### config.mk
export PLATFORM = sky130hd
export DESIGN_NAME = softmax_seq_ctrl
export DESIGN_NICKNAME = d
export VERILOG_FILES = /design/src/rtl/softmax_seq_pkg.sv /design/src/rtl/softmax_seq_ctrl.sv
export SDC_FILE = /design/constraint.sdc
export NUM_CORES = 1
export LEC_CHECK = 0
export CAP_MARGIN = 20
export CORE_ASPECT_RATIO = 0.7
export CORE_MARGIN = 1
export CORE_UTILIZATION = 45
export DETAILED_ROUTE_END_ITERATION = 6
export GPL_ROUTABILITY_DRIVEN = 1
export PLACE_DENSITY_LB_ADDON = 0.12
export SLEW_MARGIN = 20
export SYNTH_ARGS = -nofsm -noshare
export SYNTH_HDL_FRONTEND = slang
export SYNTH_SLANG_ARGS = --single-unit
### constraint.sdc
create_clock -name clk -period 14 [get_ports clk]
set_input_delay 2.8 -clock clk [delete_from_list [all_inputs] [get_ports clk]]
set_output_delay 2.8 -clock clk [all_outputs]
set_load 0.02 [all_outputs]
### src/rtl/softmax_seq_pkg.sv
// Shared types, sizes and helpers for the softmax sequencer.
// SOFTMAX_MAX_SUB_EN adds the max-subtraction pass (MAX state) ahead of the exp pass.
package softmax_seq_pkg;

    localparam int N_CLASS   = 5;
    localparam int DATA_W    = 16;
    localparam int FRAC_W    = 10;
    localparam int ADDR_W    = 10;
    localparam int SUM_SHIFT = 6;
    localparam int OUT_SHIFT = 10;
    localparam int SUM_W     = DATA_W + $clog2(N_CLASS);

`ifdef SOFTMAX_MAX_SUB_EN
    localparam int LATENCY = 3*N_CLASS + 4;
    typedef enum logic [2:0] {
        S_IDLE,
        S_MAX,
        S_EXP,
        S_INV,
        S_MUL,
        S_OUT
    } state_t;
`else
    localparam int LATENCY = 2*N_CLASS + 4;
    typedef enum logic [2:0] {
        S_IDLE,
        S_EXP,
        S_INV,
        S_MUL,
        S_OUT
    } state_t;
`endif

    typedef logic signed [DATA_W-1:0]   logit_t;
    typedef logic        [DATA_W-1:0]   exp_t;
    typedef logic        [SUM_W-1:0]    sum_t;
    typedef logic        [2*DATA_W-1:0] prod_t;

    // Scale a full product down and clamp to the unsigned output range.
    function automatic exp_t sat_u(input prod_t p);
        prod_t s;
        s = p >> OUT_SHIFT;
        if (|s[2*DATA_W-1:DATA_W])
            return '1;
        return s[DATA_W-1:0];
    endfunction

    function automatic logic [ADDR_W-1:0] inv_index(input sum_t s);
        sum_t q;
        q = s >> SUM_SHIFT;
        if (|q[SUM_W-1:ADDR_W])
            return '1;
        return q[ADDR_W-1:0];
    endfunction

    // Integer part of a widened fixed-point value; negatives wrap into the upper table half.
    function automatic logic [ADDR_W-1:0] exp_index(input logic signed [DATA_W:0] v);
        return ADDR_W'(v >>> FRAC_W);
    endfunction

endpackage

### src/rtl/softmax_seq_ctrl.sv
// Softmax sequencer: exp lookups with sum, one reciprocal lookup, then shared-multiplier scaling.
// Define SOFTMAX_MAX_SUB_EN to subtract the maximum logit before the exp lookups.
//
// state  | meaning
// IDLE   | ready for a logit vector
// MAX    | (SOFTMAX_MAX_SUB_EN) scan logits for the signed maximum
// EXP    | one exp lookup per cycle, N_CLASS+1 cycles to catch the last datum
// INV    | reciprocal lookup of the scaled sum, 2 cycles
// MUL    | one output element per cycle through the shared multiplier
// OUT    | hold result until out_ready
module softmax_seq_ctrl
    import softmax_seq_pkg::*;
(
    input  logic                      clk,
    input  logic                      rst_n,
    input  logic                      in_valid,
    output logic                      in_ready,
    input  logic [N_CLASS*DATA_W-1:0] in_data,
    output logic [ADDR_W-1:0]         exp_rom_addr,
    input  logic [DATA_W-1:0]         exp_rom_data,
    output logic [ADDR_W-1:0]         inv_rom_addr,
    input  logic [DATA_W-1:0]         inv_rom_data,
    output logic                      out_valid,
    input  logic                      out_ready,
    output logic [N_CLASS*DATA_W-1:0] out_data,
    output logic                      busy
);

    localparam logic [2:0] K_LAST    = 3'(N_CLASS - 1);
    localparam logic [2:0] K_EXP_END = 3'(N_CLASS);
    localparam logic [2:0] K_INV_END = 3'd1;

`ifdef SOFTMAX_MAX_SUB_EN
    localparam state_t FIRST_STATE = S_MAX;
`else
    localparam state_t FIRST_STATE = S_EXP;
`endif

    state_t state, state_d;
    logic [2:0] k, k_d, k_nxt;

    logit_t logit_q [N_CLASS];
    exp_t   exp_q   [N_CLASS];
    sum_t   sum_q, sum_add;
    exp_t   inv_q;
    prod_t  prod;
    logic   accept;

    logic [ADDR_W-1:0]         exp_addr_q, inv_addr_q;
    logic [ADDR_W-1:0]         first_idx, next_idx;
    logic [N_CLASS*DATA_W-1:0] out_q;

    function automatic logic signed [DATA_W:0] widen(input logit_t a);
        return {a[DATA_W-1], a};
    endfunction

    assign accept  = in_valid && (state == S_IDLE);
    assign k_nxt   = k + 3'd1;
    assign sum_add = sum_q + {{(SUM_W-DATA_W){1'b0}}, exp_rom_data};
    assign prod    = {{DATA_W{1'b0}}, exp_q[k]} * {{DATA_W{1'b0}}, inv_q};

`ifdef SOFTMAX_MAX_SUB_EN
    logit_t max_q, max_d;

    always_comb begin
        max_d = max_q;
        if (k == 3'd0)
            max_d = logit_q[0];
        else if (logit_q[k] > max_q)
            max_d = logit_q[k];
    end

    // Differences are never positive, so the max element always lands on index 0.
    assign first_idx = exp_index(widen(logit_q[0]) - widen(max_d));
    assign next_idx  = exp_index(widen(logit_q[k_nxt]) - widen(max_q));
`else
    assign first_idx = exp_index(widen(logit_t'(in_data[DATA_W-1:0])));
    assign next_idx  = exp_index(widen(logit_q[k_nxt]));
`endif

    always_ff @(posedge clk or negedge rst_n) begin
        if (!rst_n) begin
            state <= S_IDLE;
            k     <= '0;
        end else begin
            state <= state_d;
            k     <= k_d;
        end
    end

    always_comb begin
        state_d   = state;
        k_d       = k;
        in_ready  = 1'b0;
        out_valid = 1'b0;
        busy      = 1'b1;
        case (state)
            S_IDLE: begin
                busy     = 1'b0;
                in_ready = 1'b1;
                if (in_valid) begin
                    state_d = FIRST_STATE;
                    k_d     = '0;
                end
            end
`ifdef SOFTMAX_MAX_SUB_EN
            S_MAX: begin
                if (k == K_LAST) begin
                    state_d = S_EXP;
                    k_d     = '0;
                end else begin
                    k_d = k_nxt;
                end
            end
`endif
            S_EXP: begin
                if (k == K_EXP_END) begin
                    state_d = S_INV;
                    k_d     = '0;
                end else begin
                    k_d = k_nxt;
                end
            end
            S_INV: begin
                if (k == K_INV_END) begin
                    state_d = S_MUL;
                    k_d     = '0;
                end else begin
                    k_d = k_nxt;
                end
            end
            S_MUL: begin
                if (k == K_LAST) begin
                    state_d = S_OUT;
                    k_d     = '0;
                end else begin
                    k_d = k_nxt;
                end
            end
            S_OUT: begin
                out_valid = 1'b1;
                if (out_ready)
                    state_d = S_IDLE;
            end
            default: state_d = S_IDLE;
        endcase
    end

    // Addresses are registered one cycle ahead so the ROM sees them at the start of each slot.
    always_ff @(posedge clk or negedge rst_n) begin
        if (!rst_n) begin
            for (int i = 0; i < N_CLASS; i++) begin
                logit_q[i] <= '0;
                exp_q[i]   <= '0;
            end
            sum_q      <= '0;
            inv_q      <= '0;
            exp_addr_q <= '0;
            inv_addr_q <= '0;
            out_q      <= '0;
`ifdef SOFTMAX_MAX_SUB_EN
            max_q      <= '0;
`endif
        end else begin
            case (state)
                S_IDLE: begin
                    if (accept) begin
                        for (int i = 0; i < N_CLASS; i++)
                            logit_q[i] <= in_data[i*DATA_W +: DATA_W];
                        sum_q <= '0;
`ifndef SOFTMAX_MAX_SUB_EN
                        exp_addr_q <= first_idx;
`endif
                    end
                end
`ifdef SOFTMAX_MAX_SUB_EN
                S_MAX: begin
                    max_q <= max_d;
                    if (k == K_LAST)
                        exp_addr_q <= first_idx;
                end
`endif
                S_EXP: begin
                    if (k < K_LAST)
                        exp_addr_q <= next_idx;
                    if (k != 3'd0) begin
                        exp_q[k - 3'd1] <= exp_rom_data;
                        sum_q           <= sum_add;
                    end
                    if (k == K_EXP_END)
                        inv_addr_q <= inv_index(sum_add);
                end
                S_INV: begin
                    if (k == K_INV_END)
                        inv_q <= inv_rom_data;
                end
                S_MUL: begin
                    out_q[k*DATA_W +: DATA_W] <= sat_u(prod);
                end
                default: ;
            endcase
        end
    end

    assign exp_rom_addr = exp_addr_q;
    assign inv_rom_addr = inv_addr_q;
    assign out_data     = out_q;

endmodule
# Word level (Yosys, flattened, before mapping)
# Cells that the tools add are included.
dict set report op_classes {
  n_addsub 4
  bitwise 3
  n_reduce_logical 16
  n_eq_ne 15
  n_mux 40
  shifts 2
  order_cmp 5
  multipliers 1
}
# operator count
set op_table {}
lappend op_table {{$bwmux W80} 2}
lappend op_table {{$mux W16} 8}
lappend op_table {{$bmux W16 S3} 2}
lappend op_table {{$shift A16 B34 Y80 const A} 1}
lappend op_table {{$shiftx A16 B34 Y80} 1}
lappend op_table {{$demux W16 S3} 1}
lappend op_table {{$mux W10} 4}
lappend op_table {{$mux W19} 2}
lappend op_table {{$pmux W19 S2} 1}
lappend op_table {{$neg A7 Y34} 1}
lappend op_table {{$mul A16 B16 Y32} 1}
lappend op_table {{$mux W3} 9}
lappend op_table {{$pmux W10 S2} 1}
lappend op_table {{$add A19 B16 Y19} 1}
lappend op_table {{$ne A2 B2 Y1 const B} 8}
lappend op_table {{$pmux W3 S5} 1}
lappend op_table {{$ge A4 B4 Y1 const B} 3}
lappend op_table {{$not A3 Y4} 3}
lappend op_table {{$pmux W3 S4} 1}
lappend op_table {{$reduce_and A2 Y1} 5}
lappend op_table {{$eq A3 B3 Y1 const B} 3}
lappend op_table {{$mux W1} 8}
lappend op_table {{$eq A3 B1 Y1 const B} 2}
lappend op_table {{$eq A3 B2 Y1 const B} 2}
lappend op_table {{other kinds (13)} 15}
dict set report word_totals {
  out_inout_bits 103
  regBits 301
  in_bits 116
  wordCells 103
}

# Depth between registers and ports, before layout
# Gate-level depths: netlist of the first run.
dict set report depth {
  depth_word 12
  mapped_depth 32
  ltp_nobuf 27
}

# Worst setup path before layout of the first run
# Ideal clock, no wire load.
dict set report synth_timing {
  path_type {flip-flop to flip-flop}
  from {reg k[0]}
  to {reg out_q[64] (netlist: out_data[64])}
  path_slack_ps 5995
  arrival_ps 7854
  synth_period_minus_slack_ps 8005
  n_path_buf 6
  path_stages_with_launch 29
  path_cell_list {dfrtp_1 buf_6 buf_2 buf_1 buf_2 mux2i_1 o22ai_1 clkbuf_1 nand2_1 fa_1 inv_1 fa_1 fa_1 fa_1 fa_1 inv_1 fa_1 inv_1 ha_1 a21oi_1 o21ai_0 a21oi_1 o21ai_1 a31oi_1 a21oi_2 a211oi_1 nor4_4 buf_6 a41oi_1}
}
dict set report synth_via {
  elab_chain_cells 12
  elab_cells_between_ends 14
  classes_between {add/sub: 1; mul: 1; shift: 2; mux: 8; bitwise: 1; reduce/logical: 1}
}
# item line
set synth_lines {}
lappend synth_lines {{start: declaration} softmax_seq_ctrl.sv:40} ;# logic [2:0] k, k_d, k_nxt;
lappend synth_lines {{start signal: assignment} softmax_seq_ctrl.sv:87} ;# k <= k_d;
lappend synth_lines {{$not A3 Y4 (implied by the code)} softmax_seq_ctrl.sv:60} ;# assign prod = {{DATA_W{1'b0}}, exp_q[k]} * {{DATA_W{1'b0}}, inv_q};
lappend synth_lines {{$bmux W16 S3} softmax_seq_ctrl.sv:60}
lappend synth_lines {{$mux W16 (implied by the code) (2 in series)} softmax_seq_ctrl.sv:60}
lappend synth_lines {{$mul A16 B16 Y32} softmax_seq_ctrl.sv:60}
lappend synth_lines {{$reduce_or A6 Y1} softmax_seq_pkg.sv:43} ;# if (|s[2*DATA_W-1:DATA_W])
lappend synth_lines {{$mux W1} softmax_seq_pkg.sv:43}
lappend synth_lines {{$mux W1} softmax_seq_ctrl.sv:165} ;# case (state)
lappend synth_lines {{$mux W16} softmax_seq_pkg.sv:45} ;# return s[DATA_W-1:0];
lappend synth_lines {{$mux W16} softmax_seq_ctrl.sv:165}
lappend synth_lines {{$shiftx A16 B34 Y80} softmax_seq_ctrl.sv:198} ;# out_q[k*DATA_W +: DATA_W] <= sat_u(prod);
lappend synth_lines {{$bwmux W80 *} softmax_seq_ctrl.sv:198}
lappend synth_lines {{end signal: indexed assignment} softmax_seq_ctrl.sv:198}
lappend synth_lines {{end: declaration} softmax_seq_ctrl.sv:51} ;# logic [N_CLASS*DATA_W-1:0] out_q;
# Mark *: on every way between the ends. The rest lies on a longest branch, timed or not. The select of a mux whose other input is x is not followed.
# A chain may end at the register's enable or synchronous reset.

# Worst setup path in the final report of the first run
dict set report layout_timing {
  from {reg k[2]}
  to {reg out_q[18] (netlist: out_data[18])}
}
# The elaborated chain is that of the path after synthesis.

==> qor_table.md, run 1 <==
| Metric | Value |
| --- | --- |
| Startpoint of the lowest-slack hold path | logit_q[26] |
| Worst setup skew after layout | 23.7 ps |
| Number of gates on the worst path with buffers counted | 24 |
| Floorplan core area | 0.0440 sq mm |
| Register area | 0.00618 sq mm |
| Reg2Reg Depth | 24 |
| H-tree levels | 1 |
| WL/cell | 20.2 um |
| Die Outline Area | 0.0457 sq mm |
| Share of flip-flops with an asynchronous set or reset | 1.00 |
| Antenna violations before repair | 1 |
| Gp weighted congestion | 0.865 |
| Leading cell types in the layout, fill and taps excluded | nand2_1, dfrtp_1, inv_1 |
| Count of input and output buffers | 168 |
| Yosys top cell area share | 0.306 |
| CTS-repair resized insts | 0 |
| Filler cells | 3987 |
| Initial DRC count | 1208 |
| Max_slew headroom | 0.272 |
| Vertical die dimension | 179 um |
| Setup crit end kind | register |
| Run status | complete, no violations |
| Via total after detailed routing | 15700 |
| Fin crit period | 9610 ps |
| Total Routing Usage GR | 0.259 |
| Area leader, netlist | dfrtp_1 |
| Number of hold buffers added after CTS | 0 |
| Number of search-and-repair iterations in the first detailed-routing pass | 5 |
| Max stage delay on crit path | 970 ps |
| Half-perimeter wire length after detailed placement | 41700 um |
| Final Max Slew Viols | 0 |
| Setup slack on the worst flop-to-flop path | 4390 ps |
| Final count of hold timing violations | 0 |
| Maximum number of pins on one net before global-route repair | 123 |
| Die X-Extent | 255 um |
| Finish-stage setup viols | 0 |
| Setup_tns | 0 ps |
| Drc violations | 0 |
| Vias per cell | 5.54 |
| Total nets after synthesis | 2520 |
| Number of cell rows | 64 |
| Worst-Skew Late Latency | 580 ps |
| Final Net Count | 2647 |
| Cell type of the slowest stage on the worst timing path | o22ai_1 |
| Via count of the first global-routing pass | 15800 |
| Transition at the pin with the smallest max-transition slack | 1090 ps |
| Count of cells along the worst hold path | 2 |
| Critical path buffers and inverters | 5 |
| Synth warnings | 0 |
| Root Buffer Master | clkbuf_16 |
| Number of top-level pins | 219 |
| Final Hold Slack | 472 ps |
| Origin of the worst setup path | k[2] |
| Type of the worst min-delay path | reg -> reg |
| Number of enable-type register cells in the synthesized netlist | 0 |
| Post-Syn Area | 0.0202 sq mm |
| Type of origin of the critical path | register |
| Most used DFF post-synth | dfrtp_1 |
| End point of the critical path | out_data[18] |
| Critical path data required time | 14400 ps |
| Fraction of layout cells with a size suffix above 1 | 0.104 |
| Max Fanout on Critical Path | 78 |
| RSZ-0062 raised after global routing | no |
| Final period utilization | 0.686 |
| Number of cells produced by synthesis | 2085 |
| Post CTS Setup Buffer Count | 0 |
| CP top delay family | adder cells |
| Data arrival time of the critical path | 10010 ps |
| Most frequent cell on the critical path | fa_1 |
| Critical setup path kind | reg -> reg |
| Post-detailed-routing wire length | 57000 um |
| Clk pin slew, worst setup/hold paths | 70 ps |
| Clock tree from TritonCTS | done |
| Highest clock frequency the design can meet | 0.104 GHz |
| # diodes | 0 |
| Congestion Overflow GR | 0 |
| Share of the yosys chip area belonging to registers | 0.306 |
| Area growth syn-to-layout | 16.3% |
| Maximum clock path buffer count | 3 |
| Area contributors post-synth | dfrtp_1, fa_1, ha_1, nand2_1, mux2_2 |
| Initial standard-cell utilization of the core | 0.459 |
| Critical register-to-register path endpoint | out_data[18] |
| Source of the worst register-to-register timing path | k[2] |
| Number of nets with antenna violations after detailed routing | 0 |
| Post-synthesis average cell area | 9.68 sq um |
| Number of library cell types mapped by synthesis | 66 |
| Sequence of cells on the critical path | inv_1 > nand2_1 > o22ai_1 > nand2_1 > fa_1 > fa_1 > inv_1 > fa_1 > fa_1 > fa_1 > inv_1 > fa_1 > inv_1 > ha_1 > a21oi_1 > o21ai_0 > a21oi_1 > o21ai_1 > a31oi_1 > a21oi_2 > a211oi_1 > nor4_4 > buf_4 > a41oi_1 |
| Multi-input gate area | 0.0127 sq mm |
| Max cap viols | 0 |
| Yosys reg bits | 247 |
| CTS buffer count | 27 |
| Number of sinks on the clock net | 247 |
| Wire length of the first global-routing pass | 91000 um |
| Leading cell type in the layout, fill and taps excluded | nand2_1 |
-- final cells by class --
class	instances	share of cell area
timing repair buffer	207	0.0843
sequential	247	0.263
multi-input combinational	1486	0.542
clock inverter	15	0.00868
clock buffer	34	0.0316
inverter	243	0.0388
tap	594	0.0316
-- cell families (layout without fill, tap and decap cells) --
| logic type | after synthesis | after routing | synth area share |
|---|---|---|---|
| fa+ha+maj | 319 | 319 | 0.270 |
| xor+xnor | 28 | 28 | 0.0121 |
| flops | 247 | 247 | 0.306 |
| compound gates | 367 | 367 | 0.115 |
| simple gates | 639 | 639 | 0.150 |
| buf+inv | 352 | 499 | 0.0701 |
| mux | 133 | 133 | 0.0765 |
-- metrics by stage --
stage | std cells | setup slack (ps) | instance area [sq um] | util
floorplan | 2085 | 5990 | 20200 | -
global placement | 2777 | 4510 | 22500 | 0.512
detailed placement | 2777 | 4490 | 22500 | 0.512
CTS | 2826 | 4460 | 23500 | 0.534
global route | 2826 | 3930 | 23500 | 0.534
finish | 2826 | 4390 | 23500 | 0.534
-- synthesized netlist by cell type (41+ instances only) --
master and number:
a21oi_1 127, mux2_2 96, ha_1 125, o21ai_0 41, a31oi_1 69, inv_1 243
fa_1 194, nor2_1 90, dfrtp_1 247, clkbuf_1 86, and2_1 134, nand2_1 299
-- how the worst min path moves through the flow --
stage | endpoint | slack [ps]
finish | logit_q[26] | 470
global route | logit_q[26] | 490
CTS | logit_q[26] | 470
detailed placement | logit_q[26] | 460
global placement | logit_q[60] | 460
floorplan | logit_q[26] | 440
-- worst register-to-register path, stage by stage, from the launching register on --
cell      delay [ps]
dfrtp_1          380
inv_1            450
nand2_1          500
o22ai_1          970
nand2_1          200
fa_1             540
fa_1             540
inv_1             50
fa_1             500
fa_1             520
fa_1             540
inv_1             50
fa_1             580
inv_1             60
ha_1             410
a21oi_1          160
o21ai_0          350
a21oi_1           90
o21ai_1          420
a31oi_1          300
a21oi_2          310
a211oi_1         120
nor4_4           350
buf_4            750
a41oi_1          280
-- layer usage --
layer / up-vias / GRT usage / wire, um / share of wire
met5: - / 0 / 13 / 0.00023
met4: 2 / 0.0611 / 1340 / 0.023
met3: 72 / 0.0469 / 3260 / 0.057
met2: 406 / 0.385 / 24600 / 0.43
met1: 8015 / 0.389 / 27800 / 0.49
li1: 7165 / - / - / -
-- registers in the layout (all words and copies together) (netlist names) --
name and flops:
state 3, logit_q 30, sum_q 19, k 3
inv_q 16, exp_rom_addr 6, inv_rom_addr 10, exp_q 80
out_data 80
Power of run 1 is not shown: default switching activity piles up to over one toggle a cycle in this logic, so the estimate is an artifact.
==> run 2: changes to the inputs <==
==> constraint.sdc (replaced) <==
create_clock -name clk -period 8.49 [get_ports clk]
set_input_delay 1.698 -clock clk [delete_from_list [all_inputs] [get_ports clk]]
set_output_delay 1.698 -clock clk [all_outputs]
set_load 0.02 [all_outputs]
==> qor_table.md, run 2 (synthesis gave the netlist of run 1 again) <==
| Metric | Value | Delta |
| --- | --- | --- |
| Total Routing Usage GR | 0.263 | was 0.259 |
| Drc violations | 0 | unchanged |
| Cell type of the slowest stage on the worst timing path | fa_1 | was o22ai_1 |
| Final core utilization | 0.541 | was 0.534 |
| Floorplan core area | 0.0440 sq mm | unchanged |
| Gp weighted congestion | 0.907 | was 0.865 |
| Final Max Slew Viols | 0 | unchanged |
| Worst setup skew after layout | 20.7 ps | was 23.7 ps |
| Critical path data required time | 8880 ps | was 14400 ps |
| Setup crit end kind | register | unchanged |
| Number of search-and-repair iterations in the first detailed-routing pass | 5 | unchanged |
| Fraction of layout cells with a size suffix above 1 | 0.115 | was 0.104 |
| Area growth syn-to-layout | 17.9% | was 16.3% |
| Wire length of the first global-routing pass | 92100 um | was 91000 um |
| Final period utilization | 0.962 | was 0.686 |
| Via count of the first global-routing pass | 16000 | was 15800 |
| Number of top-level pins | 219 | unchanged |
| Number of nets with antenna violations after detailed routing | 0 | unchanged |
| Data arrival time of the critical path | 8560 ps | was 10010 ps |
| Max_slew headroom | 0.284 | was 0.272 |
| # diodes | 0 | unchanged |
| Antenna violations before repair | 1 | unchanged |
| Most frequent cell on the critical path | fa_1 | unchanged |
| Die Outline Area | 0.0457 sq mm | unchanged |
| H-tree levels | 1 | unchanged |
| Initial standard-cell utilization of the core | 0.459 | unchanged |
| Die X-Extent | 255 um | unchanged |
| Worst-Skew Late Latency | 570 ps | was 580 ps |
| Clock tree from TritonCTS | done | unchanged |
| Final Hold Slack | 476 ps | was 472 ps |
| Vertical die dimension | 179 um | unchanged |
| Half-perimeter wire length after detailed placement | 42700 um | was 41700 um |
| Fin crit period | 8170 ps | was 9610 ps |
| Post-detailed-routing wire length | 57700 um | was 57000 um |
| Finish-stage setup viols | 0 | unchanged |
| Congestion Overflow GR | 0 | unchanged |
| Vias per cell | 5.53 | was 5.54 |
| CTS buffer count | 27 | unchanged |
| Transition at the pin with the smallest max-transition slack | 1070 ps | was 1090 ps |
| Final Net Count | 2683 | was 2647 |
| Post CTS Setup Buffer Count | 0 | unchanged |
| Highest clock frequency the design can meet | 0.122 GHz | was 0.104 GHz |
| Via total after detailed routing | 15800 | was 15700 |
| Type of origin of the critical path | register | unchanged |
| Count of input and output buffers | 168 | unchanged |
| Leading cell types in the layout, fill and taps excluded | nand2_1, dfrtp_1, inv_1 | unchanged |
| Final count of hold timing violations | 0 | unchanged |
| Run status | complete, no violations | unchanged |
| Max Fanout on Critical Path | 31 | was 78 |
| Clk pin slew, worst setup/hold paths | 70 ps | about the same |
| WL/cell | 20.2 um | about the same |
| Max stage delay on crit path | 550 ps | was 970 ps |
| Maximum number of pins on one net before global-route repair | 127 | was 123 |
| Root Buffer Master | clkbuf_16 | unchanged |
| Initial DRC count | 1054 | was 1208 |
| Max cap viols | 0 | unchanged |
| Number of cell rows | 64 | unchanged |
| Maximum clock path buffer count | 3 | unchanged |
| Type of the worst min-delay path | reg -> reg | unchanged |
| Number of sinks on the clock net | 247 | unchanged |
| Leading cell type in the layout, fill and taps excluded | nand2_1 | unchanged |
| Critical setup path kind | reg -> reg | unchanged |
run 2: final cells by class:
| cell class | instances | area (sq um) |
|---|---|---|
| multi-input combinational | 1486 | 12700 |
| clock inverter | 12 | 164 |
| tap | 594 | 743 |
| sequential | 247 | 6180 |
| clock buffer | 36 | 769 |
| timing repair buffer | 243 | 2330 |
| inverter | 243 | 916 |
| fill | 3958 | 20200 |
run 2: what timing repair did:
action,CTS,global route
hold buffers,0,0
endpoints found under the setup margin,0,80
resized for setup,0,6
hold endpoints to repair,0,0
run 2: through the flow:
step	cells	setup TNS, ps	instance area [sq um]	setup WS (ps)
after floorplan	2085	0	20200	485
after global placement	2812	0	22800	473
after detailed placement	2812	0	22800	240
after CTS	2860	0	23700	206
after global routing	2861	-43.3	23800	-23.4
final	2861	0	23800	325
run 2: final timing paths:
kind	cells past startpoint	slack, ps	startpoint	to
max	28	320	k[0]	out_data[78]
min	2	480	logit_q[58]	logit_q[58]
max reg2reg	28	320	k[0]	out_data[78]
min reg2reg	2	480	logit_q[58]	logit_q[58]
max in group asynchronous	2	5960	rst_n	out_data[72]
min in group asynchronous	1	1180	rst_n	logit_q[46]
run 2: critical path, delay by kind of cell (launching register included):
kind	cells	cell delay, ps
AO/OA/AOI/OAI	10	1870
adder cells (fa/ha/maj)	7	3520
buffers and inverters	8	1570
flip-flops	1	430
AND/OR/NAND/NOR	3	580
run 2: routing by layer:
layer | vias up | share of wire | track usage
met1 | 8040 | 0.49 | 0.401
met3 | 72 | 0.064 | 0.0502
met4 | 0 | 0.029 | 0.0656
met5 | - | 0 | 0
met2 | 442 | 0.41 | 0.378
li1 | 7261 | - | -
Power of run 2 is left out for the same reason.
==> run 3: changes to the inputs <==
--- a/config.mk
+++ b/config.mk
@@ -11,6 +11,7 @@
 export CORE_UTILIZATION = 45
 export DETAILED_ROUTE_END_ITERATION = 6
 export GPL_ROUTABILITY_DRIVEN = 1
+export HOLD_SLACK_MARGIN = 0.05
 export PLACE_DENSITY_LB_ADDON = 0.12
 export SLEW_MARGIN = 20
 export SYNTH_ARGS = -nofsm -noshare
==> constraint.sdc (replaced) <==
create_clock -name clk -period 7.3 [get_ports clk]
set_input_delay 1.46 -clock clk [delete_from_list [all_inputs] [get_ports clk]]
set_output_delay 1.46 -clock clk [all_outputs]
set_load 0.02 [all_outputs]
==> qor_table.md, run 3 (synthesis gave the netlist of run 1 again) <==
| Metric | Value | Delta |
| --- | --- | --- |
| Final Net Count | 2855 | was 2683 |
| Number of hold buffers added after CTS | 0 | unchanged |
| Leading cell types in the layout, fill and taps excluded | nand2_1, dfrtp_1, inv_1 | unchanged |
| Die Outline Area | 0.0457 sq mm | unchanged |
| Max cap viols | 0 | unchanged |
| Initial standard-cell utilization of the core | 0.459 | unchanged |
| Via count of the first global-routing pass | 16900 | was 16000 |
| Filler cells | 3559 | was 3958 |
| Worst setup skew after layout | 25.7 ps | was 20.7 ps |
| Total Routing Usage GR | 0.269 | was 0.263 |
| Via total after detailed routing | 16600 | was 15800 |
| Origin of the worst setup path | k[0] | unchanged |
| Vias per cell | 5.48 | was 5.53 |
| Worst setup slack after layout | -37.1 ps | was 325 ps |
| Max stage delay on crit path | 600 ps | was 550 ps |
| Root Buffer Master | clkbuf_16 | unchanged |
| Number of sinks on the clock net | 247 | unchanged |
| RSZ-0062 raised after global routing | yes |  |
| Worst-Skew Late Latency | 580 ps | was 570 ps |
| Gp weighted congestion | 0.891 | was 0.907 |
| Initial DRC count | 1028 | was 1054 |
| Floorplan core area | 0.0440 sq mm | unchanged |
| Fin crit period | 7340 ps | was 8170 ps |
| Final count of hold timing violations | 0 | unchanged |
| # diodes | 0 | unchanged |
| Data arrival time of the critical path | 7790 ps | was 8560 ps |
| Vertical die dimension | 179 um | unchanged |
| Post-detailed-routing wire length | 61900 um | was 57700 um |
| Max Fanout on Critical Path | 10 | was 31 |
| Clock tree from TritonCTS | done | unchanged |
| Run status | finished with violations | was complete, no violations |
| Wire length of the first global-routing pass | 95000 um | was 92100 um |
| Count of input and output buffers | 168 | unchanged |
| Transition at the pin with the smallest max-transition slack | 1030 ps | was 1070 ps |
| Multi-input gate area | 0.0140 sq mm | was 0.0127 sq mm |
| Final Max Slew Viols | 0 | unchanged |
| Cell Count, Final, Fillers Out | 3036 | was 2861 |
| DP Cell Count | 2916 | was 2812 |
| Number of search-and-repair iterations in the first detailed-routing pass | 5 | unchanged |
| Clk pin slew, worst setup/hold paths | 60 ps | was 70 ps |
| Highest clock frequency the design can meet | 0.136 GHz | was 0.122 GHz |
| Number of top-level pins | 219 | unchanged |
| Number of cell rows | 64 | unchanged |
| Half-perimeter wire length after detailed placement | 43700 um | was 42700 um |
| Cell type of the slowest stage on the worst timing path | fa_1 | unchanged |
| Max_slew headroom | 0.309 | was 0.284 |
| Finish-stage setup viols | 37 | was 0 |
| Fraction of layout cells with a size suffix above 1 | 0.251 | was 0.115 |
| Type of origin of the critical path | register | unchanged |
| Source of the worst register-to-register timing path | k[0] | unchanged |
| Final period utilization | 1.01 | was 0.962 |
| Area growth syn-to-layout | 34.3% | was 17.9% |
| Register area | 0.00618 sq mm | about the same |
| CTS buffer count | 28 | was 27 |
| Congestion Overflow GR | 0 | unchanged |
| Type of the worst min-delay path | reg -> reg | unchanged |
| Maximum clock path buffer count | 3 | unchanged |
| Leading cell type in the layout, fill and taps excluded | nand2_1 | unchanged |
| Startpoint of the lowest-slack hold path | logit_q[27] | was logit_q[58] |
| Maximum number of pins on one net before global-route repair | 180 | was 127 |
| Setup crit end kind | register | unchanged |
| Die X-Extent | 255 um | unchanged |
| Critical path data required time | 7750 ps | was 8880 ps |
| Antenna violations before repair | 0 | was 1 |
| Number of nets with antenna violations after detailed routing | 0 | unchanged |
| Failing checks | negative setup slack |  |
| Critical setup path kind | reg -> reg | unchanged |
| H-tree levels | 1 | unchanged |
| Drc violations | 0 | unchanged |
| WL/cell | 20.4 um | was 20.2 um |
run 3: cell types whose count changed in the layout (fill, tap and decap cells not counted), moves of 16 or more:
cell	delta
a41oi_2	+16
a31oi_4	+24
a21oi_1	-21
inv_1	-20
ha_4	+16
a31oi_1	-28
buf_12	+19
buf_6	+42
a41oi_1	-16
inv_2	+20
ha_1	-18
buf_4	+89
run 3: area by class of cell:
class                           count  area share
Inverter                          243      0.0337
Clock inverter                     12     0.00738
Multi-Input combinational cell   1486       0.516
Clock buffer                       40      0.0293
Sequential cell                   247       0.228
Timing Repair Buffer              414       0.158
Tap cell                          594      0.0274
run 3: metrics by stage:
step                 util  setup slack [ps]  setup TNS (ps)  cell area [sq um]  hold slack [ps]
floorplan               -              6.88               0              20300              440
global placement    0.541              -340          -24010              23800              456
detailed placement  0.541              -446          -31630              23800              458
CTS                 0.586             -3.81           -10.6              25800              473
global route        0.617              -245          -15280              27100              494
finish              0.617             -37.1            -645              27100              472
run 3: critical path, delay by kind of cell (launching register included):
kind,cells,cell delay [ps]
AND/OR/NAND/NOR,7,1060
adder cells (fa/ha/maj),7,3410
multiplexers,1,120
buffers and inverters,11,1450
AO/OA/AOI/OAI,4,660
flip-flops,1,480
run 3: repair_timing:
action                     4_1_cts  5_1_grt
gates resized for setup        130      164
buffers inserted                31       24
setup endpoints to repair       80       80
pin swaps                       57       84
gates cloned                     5       10
run 3: worst paths after layout:
kind	to	slack [ps]	depth (start not counted)
worst max register to register	out_data[0]	-40	30
worst min register to register	logit_q[27]	470	2
worst min-delay path	logit_q[27]	470	2
max in group asynchronous	out_data[45]	5070	2
worst max-delay path	out_data[0]	-40	30
min in group asynchronous	logit_q[46]	830	1
run 3: routing by layer:
metal	part of all wire	vias up	global-route usage	wire (um)
li1	-	7597	-	-
met1	0.46	8456	0.398	28700
met2	0.44	510	0.403	27100
met3	0.077	63	0.0579	4750
met4	0.022	0	0.0604	1370
met5	0	-	0	0
Power of run 3 is left out for the same reason.
